--- src/rtl/serial_sub.sv ---
// serial_sub: bit-serial a - b, LSB first, one bit per clock with a registered borrow.
// Start/done handshake; diff/bout are registered and held until the next result or reset.
module serial_sub #(
  parameter int WIDTH = 8
) (
  input  logic             clk,
  input  logic             rst,
  input  logic             start,
  input  logic [WIDTH-1:0] a,
  input  logic [WIDTH-1:0] b,
  output logic             busy,
  output logic             done,
  output logic [WIDTH-1:0] diff,
  output logic             bout
);
  localparam int CNT_W = $clog2(WIDTH + 1);
  typedef enum logic [1:0] {IDLE, SHIFT, DONE} state_t;
  state_t           state_q;
  logic [WIDTH-1:0] sa_q, sb_q, diff_q, sa_d;
  logic [CNT_W-1:0] cnt_q;
  logic             br_q, busy_q, done_q, bout_q, d, br_d;
  assign d    = sa_q[0] ^ sb_q[0] ^ br_q;
  assign br_d = (~sa_q[0] & sb_q[0]) | (~(sa_q[0] ^ sb_q[0]) & br_q);
  // The minuend register doubles as the result register: bits vacated at the top collect d.
  assign sa_d = {d, sa_q[WIDTH-1:1]};
  always_ff @(posedge clk) begin
    if (rst) begin
      state_q <= IDLE;
      sa_q    <= '0;
      sb_q    <= '0;
      br_q    <= 1'b0;
      cnt_q   <= '0;
      busy_q  <= 1'b0;
      done_q  <= 1'b0;
      diff_q  <= '0;
      bout_q  <= 1'b0;
    end else begin
      done_q <= 1'b0;
      case (state_q)
        SHIFT: begin
          sa_q  <= sa_d;
          sb_q  <= sb_q >> 1;
          br_q  <= br_d;
          cnt_q <= cnt_q + CNT_W'(1);
          if (cnt_q == CNT_W'(WIDTH - 1)) begin
            state_q <= DONE;
            busy_q  <= 1'b0;
            done_q  <= 1'b1;
            diff_q  <= sa_d;
            bout_q  <= br_d;
          end
        end
        default: begin
          if (start) begin
            state_q <= SHIFT;
            sa_q    <= a;
            sb_q    <= b;
            br_q    <= 1'b0;
            cnt_q   <= '0;
            busy_q  <= 1'b1;
          end else begin
            state_q <= IDLE;
          end
        end
      endcase
    end
  end
  assign busy = busy_q;
  assign done = done_q;
  assign diff = diff_q;
  assign bout = bout_q;
endmodule
--- config.mk ---
export PLATFORM = sky130hd
export DESIGN_NAME = serial_sub
export DESIGN_NICKNAME = d
export VERILOG_FILES = /design/src/rtl/serial_sub.sv
export SDC_FILE = /design/constraint.sdc
export NUM_CORES = 1
export LEC_CHECK = 0
export ABC_AREA = 1
export CAP_MARGIN = 0
export CORE_UTILIZATION = 45
export DETAILED_ROUTE_END_ITERATION = 8
export MAX_ROUTING_LAYER = met4
export PLACE_DENSITY = 0.72
export SLEW_MARGIN = 10
export SYNTH_ARGS = -nofsm -noshare
export SYNTH_HDL_FRONTEND = slang
export SYNTH_SLANG_ARGS = --single-unit
--- constraint.sdc ---
create_clock -name clk -period 3.3 [get_ports clk]
set_input_delay 0.825 -clock clk [delete_from_list [all_inputs] [get_ports clk]]
set_output_delay 0.825 -clock clk [all_outputs]
set_load 0.01 [all_outputs]
==> metrics.yaml <==
critical_path:
  critPathLaunchType: "flip-flop"
  cp_max_fo: 2
  cp_num_cells: 1
  cpLargestDelayFamily: "buffers and inverters"
  cp.arrival_ps: 1220
  end_kind: "output port"
  r2r_start: "state_q[0]"
  startpoint: "busy"
  path_class: "reg2out"
  cpPeakStageDelay_ps: 540
  cp_num_buf_inv: 1
  crit_path_cell_trace: "clkdlybuf4s50_1"
  critPathRequiredTime_ps: 2470
  crit_slowest_cell: "clkdlybuf4s50_1"
  worstRegToRegCells: 6
cells_and_area:
  final_core_util_pct: 59.76
  nets: 260
  fill_cells: 328
  drive_above_1_share_pct: 6.303
  layout_common_cells: "nand2_1, nand3_1, dfxtp_1"
  syn_to_final_growth_pct: 22.06
  layout_commonest_cell: "nand2_1"
  num_antenna_cells: 0
  finalInstanceArea_um2: 1869
timing:
  drv_slew: 0
  post-route-period-util_pct: 61.90
  hold_viol: 0
  final-setup-viol-count: 0
  fmax_mhz: 489.6
  finClkSkew_ps: 3.971
  max-slew-margin-rel_pct: 65.96
  hold_slack_ps: 467.2
  grt_setup_unrepaired: "false"
  worstMarginPinSlew_ps: 509.3
  setup_tns_ps: 0
  fin_crit_ps: 2043
clock_tree:
  postCtsSetupRepairBufs: 0
  cts-root-buf: "clkbuf_4"
  htree_levels: 2
  cts_buffers: 5
  clk_pin_slew_ps: 90
  postCtsHoldBufs: 0
  cts_tree: "built"
  clk_latency_ps: 320
  cts_resized: 0
  clock_path_buffers: 2
  cts_sinks: 34
placement:
  gp_congestion: 0.7610
  io_buffers: 29
  dpl-instance-area_um2: 1818
  dp_hpwl_mm: 1.986
yosys:
  ys_ff_latch: 34
  ys_types: 17
  ys_warn_count: 0
  yosysSeqAreaShare_pct: 44.44
  synth_top_cell_by_area: "dfxtp_1"
  synth_area_leaders: "dfxtp_1, nand3_1, nand2_1, inv_1, buf_4"
  synth_area_um2: 1531
  synth_top_cell_area_share_pct: 44.44
  avgSynthCellArea_um2: 7.224
  syn_nets: 233
  postSynthCellCount: 212
floorplan:
  top_level_ports: 30
  core_um2: 3128
  die_h_um: 60.34
  die_w_um: 60.34
  rows: 20
  initial_core_util_pct: 48.96
  die-area_um2: 3640
drt:
  remaining_drc_errors: 0
  viasPerCell: 4.840
  drtPass1Iterations: 4
  maxUsedRoutingLayer: "met4"
  ant_nets: 0
  wl_mm: 2.959
  wl_met3_um: 142
  wl_met1_mm: 1.435
  avgRoutedWirePerCell_um: 10.49
  dr_total_vias: 1365
  first_iter_violations: 23
  route.met2.wl_mm: 1.337
min_path:
  hp-class: "reg2reg"
  hold_depth: 2
  min_from: "diff[4]"
flow_run:
  max-cap-violations: 0
pwr:
  p_per_area_nw_per_um2: 402.2
  ir_drop_uv: 261.8
  leakagePower_nw: 0.9007
grt:
  antenna_found_initial: 0
  grt_usage_pct: 19.32
  gr-total-overflow: 0
  grt_pass1_vias: 1134
  grt_max_degree: 36
  grt_pass1_wl_mm: 4.974
status:
  run_status: "finished clean"
power by group:
| group | switching [mW] | total [mW] | internal [mW] | leakage (nW) |
|---|---|---|---|---|
| combinational | 0.0526 | 0.0962 | 0.0436 | 0.593 |
| clock | 0.123 | 0.219 | 0.0959 | 0.0302 |
| sequential | 0.0106 | 0.437 | 0.426 | 0.277 |
flip-flops by register name, indices dropped and copies added, names as in the netlist:
name / flops
diff: 8
sa_q: 8
sb_q: 8
cnt_q: 4
state_q: 2
bout: 1
br_q: 1
busy: 1
done: 1
cell usage after synthesis:
| cell type | instances |
|---|---|
| ha_1 | 1 |
| nand3_1 | 57 |
| dfxtp_1 | 34 |
| a21oi_1 | 6 |
| nor2_8 | 1 |
| nand2_4 | 1 |
| fa_1 | 1 |
| nor2_4 | 2 |
| buf_6 | 1 |
| inv_1 | 25 |
| o21ai_0 | 2 |
| nand2_1 | 62 |
| buf_2 | 5 |
| buf_4 | 5 |
| inv_2 | 1 |
| nand2_2 | 2 |
| nor2_1 | 6 |
kinds of logic (layout without fill, tap and decap cells):
group | count (synthesis) | after routing | share of synthesized area, %
AOI/OAI and AO/OA | 8 | 8 | 2.614
adders and majority gates | 2 | 2 | 2.124
buffers and inverters | 37 | 63 | 11.19
DFF | 34 | 34 | 44.44
and+or+nand+nor | 131 | 131 | 39.62
final cells by class:
type                    instances  area (µm²)  share of cell area [%]
well taps                      44       55.05                   2.945
multi-input cells             141       679.4                   36.35
inverters                      26       97.59                   5.221
flip-flops and latches         34       680.7                   36.41
clock buffers                   6       51.30                   2.744
repair buffers                 31       305.3                   16.33
routing by layer:
| layer | vias to the layer above | GRT usage [%] |
|---|---|---|
| met5 | - | - |
| met3 | 4 | 5.757 |
| li1 | 718 | - |
| met2 | 36 | 29.51 |
| met4 | 0 | 7.973 |
| met1 | 607 | 23.70 |
worst paths after layout:
kind | endpoint | slack, ps
max | busy | 1260
min reg2reg | diff[4] | 470
max reg2reg | diff[7] | 1900
min | diff[4] | 470
metrics by stage:
stage | power, mW | std cells | setup WS [ps]
after floorplan | 0.5104 | 212 | 1822
after global placement | 0.5417 | 276 | 1098
after detailed placement | 0.5422 | 276 | 1078
after CTS | 0.7633 | 282 | 1236
after global routing | 0.7906 | 282 | 1196
final | 0.7518 | 282 | 1257
(Power assumes the default switching activity.)
